===== src/rtl/fetch_timing_if.sv =====
// Timing-unit bus: decoder-side controls in, T-state vector and fetch strobes out.
interface fetch_timing_if #(
  parameter int T_STATES = 8,
  parameter int TW       = 4,
  parameter int BW       = 2,
  parameter int ICW      = 16
);
  logic                Stall;
  logic                SC_Clear;
  logic [T_STATES-1:0] Timing;
  logic [TW-1:0]       TCount;
  logic                Fetch;
  logic                Exec;
  logic                Mem_Read;
  logic                IR_Load;
  logic [BW-1:0]       IR_Beat;
  logic                PC_Inc;
  logic                Overrun;
  logic [ICW-1:0]      Inst_Count;

  // The timing unit drives the state outputs; the decoder drives Stall/SC_Clear.
  modport master (
    input  Stall, SC_Clear,
    output Timing, TCount, Fetch, Exec, Mem_Read, IR_Load, IR_Beat, PC_Inc,
           Overrun, Inst_Count
  );

  modport slave (
    output Stall, SC_Clear,
    input  Timing, TCount, Fetch, Exec, Mem_Read, IR_Load, IR_Beat, PC_Inc,
           Overrun, Inst_Count
  );
endinterface


===== src/rtl/fetch_timing_unit.sv =====
// T-state sequencer for the multi-cycle CPU: multi-beat IR fetch, execute states
// held until end-of-instruction, stall, sticky overrun and retired-instruction count.
module fetch_timing_unit #(
  parameter int T_STATES    = 8,
  parameter int FETCH_BEATS = 2,
  parameter int TW          = 4,
  parameter int BW          = 2,
  parameter int ICW         = 16
) (
  input  logic          Clock,
  input  logic          Reset,
  fetch_timing_if.master bus
);

  if (FETCH_BEATS < 1 || FETCH_BEATS > 4 ||
      T_STATES < FETCH_BEATS + 1 || T_STATES > 16 ||
      (1 << TW) < T_STATES || (1 << BW) < FETCH_BEATS) begin : g_param_check
    $error("fetch_timing_unit: illegal parameter combination");
  end

  localparam logic [TW-1:0] LAST_T = TW'(T_STATES - 1);
  localparam logic [TW-1:0] NBEATS = TW'(FETCH_BEATS);

  logic [TW-1:0]       tcount_q, tcount_d;
  logic [T_STATES-1:0] timing_q, timing_d;
  logic                overrun_q, overrun_d;
  logic [ICW-1:0]      icount_q, icount_d;
  logic                fetch;

  assign fetch = (tcount_q < NBEATS);

  // Priority below Reset: Stall, then fetch-always-advances, then SC_Clear, then advance/wrap.
  always_comb begin
    tcount_d  = tcount_q;
    overrun_d = overrun_q;
    icount_d  = icount_q;
    if (!bus.Stall) begin
      if (fetch) begin
        tcount_d = tcount_q + TW'(1);
      end else if (bus.SC_Clear) begin
        tcount_d = '0;
        icount_d = icount_q + ICW'(1);
      end else if (tcount_q == LAST_T) begin
        tcount_d  = '0;
        overrun_d = 1'b1;
      end else begin
        tcount_d = tcount_q + TW'(1);
      end
    end
  end

  // One-hot is registered from the next count so it is glitch-free and aligned with TCount.
  always_comb begin
    timing_d = '0;
    for (int k = 0; k < T_STATES; k++) begin
      timing_d[k] = (tcount_d == TW'(k));
    end
  end

  always_ff @(posedge Clock) begin
    if (!Reset) begin
      tcount_q  <= '0;
      timing_q  <= T_STATES'(1);
      overrun_q <= 1'b0;
      icount_q  <= '0;
    end else begin
      tcount_q  <= tcount_d;
      timing_q  <= timing_d;
      overrun_q <= overrun_d;
      icount_q  <= icount_d;
    end
  end

  assign bus.Timing     = timing_q;
  assign bus.TCount     = tcount_q;
  assign bus.Fetch      = fetch;
  assign bus.Exec       = ~fetch;
  assign bus.Mem_Read   = fetch & ~bus.Stall;
  assign bus.IR_Load    = fetch & ~bus.Stall;
  assign bus.PC_Inc     = fetch & ~bus.Stall;
  assign bus.IR_Beat    = fetch ? BW'(tcount_q) : '0;
  assign bus.Overrun    = overrun_q;
  assign bus.Inst_Count = icount_q;

endmodule


===== src/flat_wrapper.sv =====
// flat-port wrapper written by rule: the top's interface ports become plain ports
module fetch_timing_unit_flat 
#(
  parameter int T_STATES    = 8,
  parameter int FETCH_BEATS = 2,
  parameter int TW          = 4,
  parameter int BW          = 2,
  parameter int ICW         = 16
)
  (Clock, Reset, bus_Stall, bus_SC_Clear, bus_Timing, bus_TCount, bus_Fetch, bus_Exec, bus_Mem_Read, bus_IR_Load, bus_IR_Beat, bus_PC_Inc, bus_Overrun, bus_Inst_Count);
  fetch_timing_if #(.T_STATES(T_STATES), .TW(TW), .BW(BW), .ICW(ICW)) bus_i ();
  input  logic Clock;
  input  logic Reset;
  input wire logic [$bits(bus_i.Stall)-1:0] bus_Stall;
  input wire logic [$bits(bus_i.SC_Clear)-1:0] bus_SC_Clear;
  output wire logic [$bits(bus_i.Timing)-1:0] bus_Timing;
  output wire logic [$bits(bus_i.TCount)-1:0] bus_TCount;
  output wire logic [$bits(bus_i.Fetch)-1:0] bus_Fetch;
  output wire logic [$bits(bus_i.Exec)-1:0] bus_Exec;
  output wire logic [$bits(bus_i.Mem_Read)-1:0] bus_Mem_Read;
  output wire logic [$bits(bus_i.IR_Load)-1:0] bus_IR_Load;
  output wire logic [$bits(bus_i.IR_Beat)-1:0] bus_IR_Beat;
  output wire logic [$bits(bus_i.PC_Inc)-1:0] bus_PC_Inc;
  output wire logic [$bits(bus_i.Overrun)-1:0] bus_Overrun;
  output wire logic [$bits(bus_i.Inst_Count)-1:0] bus_Inst_Count;
  assign bus_i.Stall = bus_Stall;
  assign bus_i.SC_Clear = bus_SC_Clear;
  assign bus_Timing = bus_i.Timing;
  assign bus_TCount = bus_i.TCount;
  assign bus_Fetch = bus_i.Fetch;
  assign bus_Exec = bus_i.Exec;
  assign bus_Mem_Read = bus_i.Mem_Read;
  assign bus_IR_Load = bus_i.IR_Load;
  assign bus_IR_Beat = bus_i.IR_Beat;
  assign bus_PC_Inc = bus_i.PC_Inc;
  assign bus_Overrun = bus_i.Overrun;
  assign bus_Inst_Count = bus_i.Inst_Count;
  fetch_timing_unit #(.T_STATES(T_STATES), .FETCH_BEATS(FETCH_BEATS), .TW(TW), .BW(BW), .ICW(ICW)) u_core (.Clock(Clock), .Reset(Reset), .bus(bus_i));
endmodule

===== config.mk =====
export PLATFORM = sky130hd
export DESIGN_NAME = fetch_timing_unit_flat
export DESIGN_NICKNAME = d
export VERILOG_FILES = /design/src/rtl/fetch_timing_if.sv /design/src/rtl/fetch_timing_unit.sv /design/src/flat_wrapper.sv
export SDC_FILE = /design/constraint.sdc
export NUM_CORES = 1
export LEC_CHECK = 0
export ABC_AREA = 1
export CORE_ASPECT_RATIO = 1.25
export CORE_MARGIN = 3
export CORE_UTILIZATION = 35
export DETAILED_ROUTE_END_ITERATION = 8
export PLACE_DENSITY = 0.58
export REMOVE_ABC_BUFFERS = 1
export SETUP_SLACK_MARGIN = 0.15
export SLEW_MARGIN = 10
export SYNTH_ARGS = -nofsm -noshare
export SYNTH_HDL_FRONTEND = slang
export SYNTH_SLANG_ARGS = --single-unit

===== constraint.sdc =====
create_clock -name Clock -period 3 [get_ports Clock]
set_clock_uncertainty 0.1 [all_clocks]
set_input_delay 0.6 -clock Clock [delete_from_list [all_inputs] [get_ports Clock]]
set_output_delay 0.6 -clock Clock [all_outputs]
set_load 0.01 [all_outputs]

# [Yosys cells after proc, flatten, opt, wreduce, memory -nomap -nowiden]
# Cells that the tools add are included.
[totals] ff_bits=29 output_inout_bits=36 input_bits=4
[op_classes] n_reduce_logical=3 n_lt_le_gt_ge=1 n_mux=5 eq_ne=8 bitwise=4 n_addsub=2
[op_table] op="4-bit by 3-bit == test with 1-bit output (second input constant)" n=5
[op_table] op="16-bit by 1-bit adder with 16-bit output (second input constant)" n=1
[op_table] op="4-bit 2-to-1 mux" n=4
[op_table] op="4-bit by 2-bit == test with 1-bit output (second input constant)" n=2
[op_table] op="4-bit by 1-bit adder with 4-bit output (second input constant)" n=1
[op_table] op="4-bit by 1-bit == test with 1-bit output (second input constant)" n=1
[op_table] op="4-bit zero test" n=1
[op_table] op="4-bit by 2-bit less-than comparator with 1-bit output (second input constant)" n=1
[op_table] op="4-bit AND reduction" n=1
[op_table] op="1-bit NOT" n=3
[op_table] op="3-bit AND reduction" n=1
[op_table] op="2-bit 2-to-1 mux" n=1
[op_table] op="1-bit bitwise AND" n=1

# [Longest topological paths before layout]
# Gate-level depths: netlist of the first run.
[depth] depth_word=6 depth_mapped=9 ltp_nobuf=9

# [Worst setup path before layout of the first run]
# No wires, ideal clock.
[synth_path] kind="input-to-output" startpoint="input bus_Stall" endpoint="output bus_Mem_Read" path_stages=3 arrival_ns=1.168 path_buffers=2 required_time_ns=2.300 setup_slack_ns=1.132 cell_sequence="buf_2 nor2_1 buf_4"
[synth_between] elab_chain_cells=2
[synth_lines] element="start, declared" line_no="flat_wrapper.sv:14" rtl="input wire logic [$bits(bus_i.Stall)-1:0] bus_Stall;"
[synth_lines] element="1-bit NOT (no line)"
[synth_lines] element="1-bit bitwise AND"
[synth_lines] element="end, declared" line_no="flat_wrapper.sv:20" rtl="output wire logic [$bits(bus_i.Mem_Read)-1:0] bus_Mem_Read;"
# No other way between the ends.

# [Worst setup path in the final report of the first run]
[layout_path] startpoint="input bus_Stall" endpoint="output bus_Mem_Read"
[layout_between] elab_chain_cells=2
[layout_lines] element="1-bit NOT (no line)"
[layout_lines] element="1-bit bitwise AND" line_no="fetch_timing_unit.sv:78" rtl="assign bus.Mem_Read = fetch & ~bus.Stall;"
# No other way between the ends.

==> impl_metrics.py, run 1 <==
metrics = {
    "status": {
        "status": "finished, final reports clean",
    },
    "pwr": {
        "max-vdd-ir-drop_v": 0.000331,
        "powerDensity_nw_per_um2": 424,
        "p_leak_nw": 0.775,
    },
    "global_routing": {
        "grt_start_max_net_pins": 12,
        "grt_pass1_wl_um": 4940,
        "antenna_found_initial": 0,
        "grt_use_total_pct": 13.5,
        "overflow": 0,
        "first_global_vias": 1188,
    },
    "final_layout": {
        "diodes": 0,
        "area_growth_pct": 36.3,
        "drive_above_1_share_pct": 8.79,
        "nets": 244,
    },
    "detailed_routing": {
        "drt-wirelength-per-cell_um": 9.58,
        "maxUsedRoutingLayer": "met4",
        "antenna_left": 0,
        "dr.pass1.iters": 4,
        "m1WireLength_um": 1270,
        "vias": 1269,
        "wl_met3_um": 161,
        "wl_met2_um": 1310,
        "viasPerCell": 4.36,
        "drt_iter0_drc": 41,
        "wirelength_um": 2790,
        "route.detailed.drc": 0,
    },
    "clock_network": {
        "cts_setup_buffers": 0,
        "clockBufferDepth": 2,
        "cts_root_buf": "clkbuf_8",
        "cts_buffers": 5,
        "cts_tree": "yes",
        "clkSinkCount": 29,
        "clk_pin_slew_ns": 0.06,
        "insertion_delay_ns": 0.28,
        "cts-resized-gates": 0,
        "postCtsHoldBufs": 0,
        "h-tree-depth": 2,
    },
    "logic_synthesis": {
        "synth.distinct_cells": 27,
        "syn_avg_cell_area_um2": 6.92,
        "yosysWarnings": 0,
        "ys_seq_area_share_pct": 42.4,
        "synthesis.area_um2": 1370,
        "synth_seq_cells": 29,
        "netlist_instances": 198,
    },
    "placed_design": {
        "globalplace.congestion": 0.869,
        "port_buffers": 38,
        "place_hpwl_um": 2090,
    },
    "setup_path": {
        "critical_path_required_ns": 2.30,
        "cp-start-kind": "input port",
        "crit_path_end_kind": "primary output",
        "worstPathMaxFanout": 8,
        "cpPeakStageDelay_ns": 0.56,
        "crit_family": "buffers and inverters",
        "worst_ep_arrival_time_ns": 1.95,
        "crit_path_top_delay_cell": "clkdlybuf4s50_1",
        "cp.buffers_inverters": 2,
        "crit_chain": "clkdlybuf4s50_1, nor2_1, clkdlybuf4s50_1",
        "critPathKind": "in -> out",
        "critical_path.most_common_cell": "clkdlybuf4s50_1",
    },
    "die": {
        "start_util_pct": 37.7,
        "ioPinCount": 40,
        "die_h_um": 76.0,
        "num_rows": 24,
        "core-area_um2": 3630,
        "dieArea_um2": 4710,
        "die_x_um": 62.0,
    },
    "run": {
        "maxCapViolCount": 0,
    },
    "timing": {
        "setup_viol": 0,
        "hold_violations": 0,
        "achievable-frequency_mhz": 377,
        "setup_tns_ns": 0,
        "period_share_pct": 88.4,
        "drv_slew": 0,
        "holdWs_ns": 0.367,
        "rsz0062_at_grt": "no",
        "period_needed_ns": 2.65,
    },
    "hold_path": {
        "hold_path.class": "reg -> reg",
    },
}
cells by family after synthesis:
| logic type | Yosys count | synth area share (%) |
|---|---|---|
| DFF | 29 | 42.4 |
| buffers and inverters | 33 | 10.5 |
| other | 1 | 0.274 |
| xor gates and xnor gates | 2 | 1.28 |
| adders and majority gates | 2 | 1.83 |
| AOI/OAI and AO/OA | 15 | 5.66 |
| and+or+nand+nor | 116 | 38.1 |
power by group:
group	switching (W)	total, W	leakage (nW)	internal (W)
Clock	0.000148	0.000307	0.0439	0.000160
Sequential	0.00000596	0.000398	0.235	0.000393
Combinational	0.0000447	0.0000850	0.496	0.0000403
cells in the mapped netlist (all sizes together):
| library cell | count | share of area [%] |
|---|---|---|
| o21ai | 5 | 1.8 |
| inv | 27 | 7.4 |
| nor3b | 1 | 0.55 |
| conb | 1 | 0.27 |
| nor2 | 45 | 15 |
| nor3 | 3 | 1.1 |
| xor2 | 2 | 1.3 |
| nand3b | 1 | 0.55 |
| nand2 | 49 | 14 |
| nand4 | 4 | 1.8 |
| dfxtp | 29 | 42 |
| a21oi | 9 | 3.3 |
| buf | 5 | 2.8 |
| ha | 2 | 1.8 |
| nand3 | 13 | 5.1 |
| clkbuf | 1 | 0.27 |
| o21a | 1 | 0.55 |
layout make-up:
cell class	instances	area (µm²)
well taps	52	65.1
flip-flops and latches	29	581
inverters	27	101
multi-input cells	136	646
clock inverters	3	17.5
fillers	379	1770
clock buffers	5	68.8
repair buffers	39	388
flip-flops by register name, summed over array words and instances (netlist names):
name                   flops
u_core.bus.Inst_Count     16
u_core.bus.Timing          8
u_core.bus.TCount          4
u_core.bus.Overrun         1
worst min-delay path: stages (launching register included):
cell	delay [ns]
dfxtp_1	0.32
nor2_1	0.04
nor2_1	0.07
layer usage:
| layer | global-route usage (%) | up-vias |
|---|---|---|
| met2 | 21.9 | 40 |
| met3 | 4.59 | 5 |
| met1 | 15.4 | 540 |
| met5 | 0 | - |
| li1 | - | 684 |
| met4 | 5.73 | 0 |
final timing paths:
kind	startpoint	end	cells after the start	slack, ns
hold reg to reg	u_core.bus.Overrun$_SDFFE_PN0P_	u_core.bus.Overrun$_SDFFE_PN0P_	2	0.37
setup reg to reg	u_core.bus.TCount[1]$_SDFF_PN0_	u_core.bus.Inst_Count[14]$_SDFFE_PN0P_	7	1.31
setup / recovery	bus_Stall	bus_Mem_Read	3	0.35
hold / removal	u_core.bus.Overrun$_SDFFE_PN0P_	u_core.bus.Overrun$_SDFFE_PN0P_	2	0.37
cells in the final DEF, fill, tap and decap left out, types with 2 or more instances in the layout:
| cell | instances |
|---|---|
| xor2_1 | 2 |
| ha_1 | 2 |
| nor2_1 | 40 |
| inv_2 | 3 |
| clkbuf_8 | 5 |
| nand2_2 | 2 |
| inv_1 | 24 |
| o21ai_1 | 4 |
| nand4_1 | 4 |
| nor2_2 | 3 |
| nand2_1 | 46 |
| nor3_1 | 3 |
| clkdlybuf4s50_1 | 38 |
| dfxtp_1 | 29 |
| nand3_1 | 12 |
| a21oi_1 | 9 |
| clkinv_2 | 2 |
metrics by stage:
stage | instances | total power (W) | setup WS, ns | area (µm²) | utilization, %
after floorplan | 192 | 0.000448 | 1.28 | 1330 | -
after global placement | 283 | 0.000493 | 0.394 | 1780 | 49.0
after global routing | 291 | 0.000829 | 0.254 | 1870 | 51.4
after CTS | 291 | 0.000807 | 0.353 | 1870 | 51.4
final | 291 | 0.000791 | 0.349 | 1870 | 51.4
after detailed placement | 283 | 0.000493 | 0.361 | 1780 | 49.0
Power figures use the tool's default switching activity.
==> run 2, diff against run 1 <==
--- a/config.mk
+++ b/config.mk
@@ -8,9 +8,9 @@
 export ABC_AREA = 1
 export CORE_ASPECT_RATIO = 1.25
 export CORE_MARGIN = 3
-export CORE_UTILIZATION = 35
+export CORE_UTILIZATION = 50
 export DETAILED_ROUTE_END_ITERATION = 8
-export PLACE_DENSITY = 0.58
+export PLACE_DENSITY = 0.8
 export REMOVE_ABC_BUFFERS = 1
 export SETUP_SLACK_MARGIN = 0.15
 export SLEW_MARGIN = 10
==> impl_metrics.py, run 2 (synthesis results as in run 1) <==
metrics = {
    "status": {
        "status": "finished, final reports clean",
    },
    "setup_path": {
        "critical_path_required_ns": 2.30,
        "critical_path.most_common_cell": "clkdlybuf4s50_1",
        "worstPathMaxFanout": 8,
        "crit_path_top_delay_cell": "clkdlybuf4s50_1",
        "endpoint": "bus_Mem_Read",
        "critPathKind": "in -> out",
        "crit_chain": "clkdlybuf4s50_1, nor2_1, clkdlybuf4s50_1",
        "worst_ep_arrival_time_ns": 1.96,
        "cp-start-kind": "input port",
        "worstRegToRegCells": 7,
        "rr_startpoint": "u_core.bus.TCount[2]$_SDFF_PN0_",
        "cp_num_cells": 3,
        "cp.buffers_inverters": 2,
        "r2r-end": "u_core.bus.Inst_Count[12]$_SDFFE_PN0P_",
        "crit_family": "buffers and inverters",
        "cpPeakStageDelay_ns": 0.57,
        "cp-startpoint": "bus_Stall",
        "rrSetupSlack_ns": 1.33,
        "crit_path_end_kind": "primary output",
    },
    "global_routing": {
        "first_global_vias": 1235,
        "grt_use_total_pct": 19.4,
        "grt_pass1_wl_um": 5020,
        "overflow": 0,
        "antenna_found_initial": 0,
        "grt_start_max_net_pins": 12,
    },
    "die": {
        "num_rows": 20,
        "start_util_pct": 54.2,
        "die_x_um": 52.8,
        "die_h_um": 64.5,
        "core-area_um2": 2530,
        "ioPinCount": 40,
        "dieArea_um2": 3410,
    },
    "hold_path": {
        "hold_path.class": "reg -> reg",
    },
    "detailed_routing": {
        "m1WireLength_um": 1180,
        "viasPerCell": 4.85,
        "drt_iter0_drc": 20,
        "antenna_left": 0,
        "drt-wirelength-per-cell_um": 10.4,
        "vias": 1319,
        "wl_met2_um": 1430,
        "dr.pass1.iters": 4,
        "route.detailed.drc": 0,
        "maxUsedRoutingLayer": "met4",
        "wl_met3_um": 179,
        "wirelength_um": 2840,
    },
    "clock_network": {
        "clk_pin_slew_ns": 0.09,
        "clockBufferDepth": 2,
        "clkSinkCount": 29,
        "cts_tree": "yes",
        "insertion_delay_ns": 0.33,
        "h-tree-depth": 2,
        "cts_buffers": 5,
        "cts-resized-gates": 0,
        "postCtsHoldBufs": 0,
        "cts_root_buf": "clkbuf_4",
        "cts_setup_buffers": 0,
    },
    "timing": {
        "drv_slew": 0,
        "hold_violations": 0,
        "period_share_pct": 88.5,
        "holdWs_ns": 0.374,
        "achievable-frequency_mhz": 377,
        "period_needed_ns": 2.66,
        "setup_tns_ns": 0,
        "setup_viol": 0,
        "rsz0062_at_grt": "no",
    },
    "final_layout": {
        "drive_above_1_share_pct": 8.79,
        "nets": 244,
        "multiInputGateArea_um2": 646,
        "stdcell_area_um2": 1810,
        "largest_register_ffs": 16,
        "final_common_cell": "nand2_1",
        "final_cell_mix": "46 x nand2_1, 40 x nor2_1, 38 x clkdlybuf4s50_1",
        "regArea_um2": 581,
        "fillers": 213,
        "diodes": 0,
        "area_growth_pct": 32.2,
    },
    "pwr": {
        "p_leak_nw": 0.762,
        "max-vdd-ir-drop_v": 0.000344,
        "powerDensity_nw_per_um2": 393,
    },
    "placed_design": {
        "port_buffers": 38,
        "placed_area_um2": 1760,
        "globalplace.congestion": 0.780,
        "place_hpwl_um": 2170,
    },
    "run": {
        "maxCapViolCount": 0,
    },
}
==> run 2: report_power, final <==
group / internal, W / leakage [nW] / switching (W)
clock: 0.0000881 / 0.0310 / 0.000139
sequential: 0.000392 / 0.235 / 0.00000603
combinational: 0.0000405 / 0.496 / 0.0000461
==> run 2: worst min-delay path by stage <==
stage,start,endpoint,slack [ns],cells past startpoint
detailed placement,u_core.bus.Overrun$_SDFFE_PN0P_,u_core.bus.Overrun$_SDFFE_PN0P_,0.36,2
global placement,u_core.bus.Overrun$_SDFFE_PN0P_,u_core.bus.Overrun$_SDFFE_PN0P_,0.35,2
global route,u_core.bus.Overrun$_SDFFE_PN0P_,u_core.bus.Overrun$_SDFFE_PN0P_,0.41,2
CTS,u_core.bus.Overrun$_SDFFE_PN0P_,u_core.bus.Overrun$_SDFFE_PN0P_,0.38,2
floorplan,u_core.bus.Inst_Count[1]$_SDFFE_PN0P_,u_core.bus.Inst_Count[1]$_SDFFE_PN0P_,0.39,2
finish,u_core.bus.Overrun$_SDFFE_PN0P_,u_core.bus.Overrun$_SDFFE_PN0P_,0.37,2
==> run 2: layout make-up <==
cell class | count | area share, %
Clock buffer | 5 | 2.07
Clock inverter | 3 | 0.967
Inverter | 27 | 5.59
Multi-Input combinational cell | 136 | 35.6
Sequential cell | 29 | 32.0
Tap cell | 33 | 2.28
Timing Repair Buffer | 39 | 21.4
==> run 2: tightest hold or removal path, stage by stage (launching register included) <==
cell	delay, ns
dfxtp_1	0.33
nor2_1	0.05
nor2_1	0.07
==> run 2: stage by stage <==
step                      instances  util, %  worst slack (ns)  total power [W]
final                           272     71.7             0.345         0.000712
after global routing            272     71.7             0.249         0.000748
after CTS                       272     71.7             0.350         0.000719
after detailed placement        264     69.5             0.360         0.000494
after global placement          264     69.5             0.403         0.000491
after floorplan                 192        -              1.28         0.000448
==> run 2: layer usage <==
layer | up-vias | global-route usage (%)
met5 | - | 0
met2 | 36 | 33.7
li1 | 689 | -
met4 | 0 | 6.71
met1 | 587 | 20.8
met3 | 7 | 7.59
==> run 3, diff against run 2 <==
--- a/config.mk
+++ b/config.mk
@@ -10,6 +10,7 @@
 export CORE_MARGIN = 3
 export CORE_UTILIZATION = 50
 export DETAILED_ROUTE_END_ITERATION = 8
+export GPL_TIMING_DRIVEN = 0
 export PLACE_DENSITY = 0.8
 export REMOVE_ABC_BUFFERS = 1
 export SETUP_SLACK_MARGIN = 0.15
==> impl_metrics.py, run 3 (synthesis results as in run 1) <==
metrics = {
    "setup_path": {
        "critical_path_required_ns": 2.30,
        "crit_path_top_delay_cell": "clkdlybuf4s50_1",
        "worstPathMaxFanout": 8,
        "worst_ep_arrival_time_ns": 1.97,
        "critPathKind": "in -> out",
        "crit_path_end_kind": "primary output",
        "cp.buffers_inverters": 2,
        "worstRegToRegCells": 7,
        "cp-start-kind": "input port",
        "cpPeakStageDelay_ns": 0.57,
        "cp_num_cells": 3,
        "critical_path.most_common_cell": "clkdlybuf4s50_1",
        "crit_family": "buffers and inverters",
        "crit_chain": "clkdlybuf4s50_1, nor2_1, clkdlybuf4s50_1",
    },
    "timing": {
        "period_needed_ns": 2.67,
        "relSlewSlack_pct": 61.5,
        "tightest_slew_ns": 0.576,
        "achievable-frequency_mhz": 375,
        "setup_tns_ns": 0,
        "rsz0062_at_grt": "no",
        "hold_violations": 0,
        "holdWs_ns": 0.374,
        "drv_slew": 0,
        "setup_viol": 0,
        "period_share_pct": 88.9,
    },
    "clock_network": {
        "insertion_delay_ns": 0.33,
        "cts-resized-gates": 0,
        "cts_tree": "yes",
        "postCtsHoldBufs": 0,
        "cts_root_buf": "clkbuf_4",
        "clockBufferDepth": 2,
        "clk_pin_slew_ns": 0.09,
        "cts_buffers": 5,
        "clkSinkCount": 29,
        "cts_setup_buffers": 0,
        "h-tree-depth": 2,
    },
    "die": {
        "num_rows": 20,
        "core-area_um2": 2530,
        "die_h_um": 64.5,
        "dieArea_um2": 3410,
        "start_util_pct": 54.2,
        "die_x_um": 52.8,
        "ioPinCount": 40,
    },
    "pwr": {
        "p_leak_nw": 0.757,
        "max-vdd-ir-drop_v": 0.000279,
        "total_power_w": 0.000713,
        "powerDensity_nw_per_um2": 395,
    },
    "detailed_routing": {
        "antenna_left": 0,
        "route.detailed.drc": 0,
        "drt_iter0_drc": 22,
        "drt-wirelength-per-cell_um": 10.4,
        "viasPerCell": 4.79,
        "wirelength_um": 2810,
        "vias": 1299,
        "dr.pass1.iters": 4,
    },
    "global_routing": {
        "overflow": 0,
        "grt_pass1_wl_um": 4950,
        "grt_start_max_net_pins": 17,
        "first_global_vias": 1257,
        "antenna_found_initial": 0,
        "grt_use_total_pct": 19.6,
    },
    "placed_design": {
        "globalplace.congestion": 0.754,
        "port_buffers": 38,
        "placed_area_um2": 1750,
        "place_hpwl_um": 2120,
    },
    "final_layout": {
        "final_util_pct": 71.4,
        "drive_above_1_share_pct": 8.40,
        "final_cell_mix": "46 x nand2_1, 40 x nor2_1, 38 x clkdlybuf4s50_1",
        "diodes": 0,
        "regArea_um2": 581,
        "multiInputGateArea_um2": 646,
        "area_growth_pct": 31.7,
        "fillers": 228,
        "largest_register_ffs": 16,
        "stdcell_area_um2": 1800,
        "final_common_cell": "nand2_1",
        "nets": 243,
    },
    "run": {
        "maxCapViolCount": 0,
    },
    "hold_path": {
        "hold_depth": 2,
        "hold_path.class": "reg -> reg",
    },
    "status": {
        "status": "finished, final reports clean",
    },
}
==> run 3: cell types whose count changed in the layout (fill, tap and decap cells not counted), sizes merged <==
cell / before / now
buf: 1 / 0
==> run 3: layer usage <==
metal	GRT usage (%)	share of wire [%]	wire [µm]	up-vias
li1	-	-	-	685
met4	9.90	2.0	57	0
met1	19.8	42	1180	575
met2	34.0	50	1410	32
met5	0	0	0	-
met3	7.36	5.6	157	7
==> run 3: cell type report <==
class / count / area share, %
clock buffers: 5 / 2.08
clock inverters: 3 / 0.971
inverters: 27 / 5.62
multi-input cells: 136 / 35.8
flip-flops and latches: 29 / 32.2
well taps: 33 / 2.29
repair buffers: 38 / 21.1
==> run 3: worst paths after layout <==
check                                  start                                     end  slack, ns
max                                bus_Stall                            bus_Mem_Read       0.33
min          u_core.bus.Overrun$_SDFFE_PN0P_         u_core.bus.Overrun$_SDFFE_PN0P_       0.37
max reg2reg  u_core.bus.TCount[1]$_SDFF_PN0_  u_core.bus.Inst_Count[10]$_SDFFE_PN0P_       1.31
min reg2reg  u_core.bus.Overrun$_SDFFE_PN0P_         u_core.bus.Overrun$_SDFFE_PN0P_       0.37
==> run 3: power by group <==
group	leakage [nW]	internal (W)	switching [W]	total, W
registers	0.235	0.000392	0.00000550	0.000398
clock network	0.0310	0.0000882	0.000143	0.000231
logic	0.491	0.0000395	0.0000453	0.0000848
total	0.757	0.000520	0.000194	0.000713
==> run 3: stage by stage <==
stage          instances  worst slack (ns)
5_1_grt              271             0.220
2_1_floorplan        192              1.28
6_report             271             0.334
3_5_place_dp         263             0.324
3_3_place_gp         263             0.364
4_1_cts              271             0.327
==> run 3: tightest hold or removal path: stages, from the launching register on <==
cell and delay (ns):
dfxtp_1 0.34, nor2_1 0.05, nor2_1 0.06
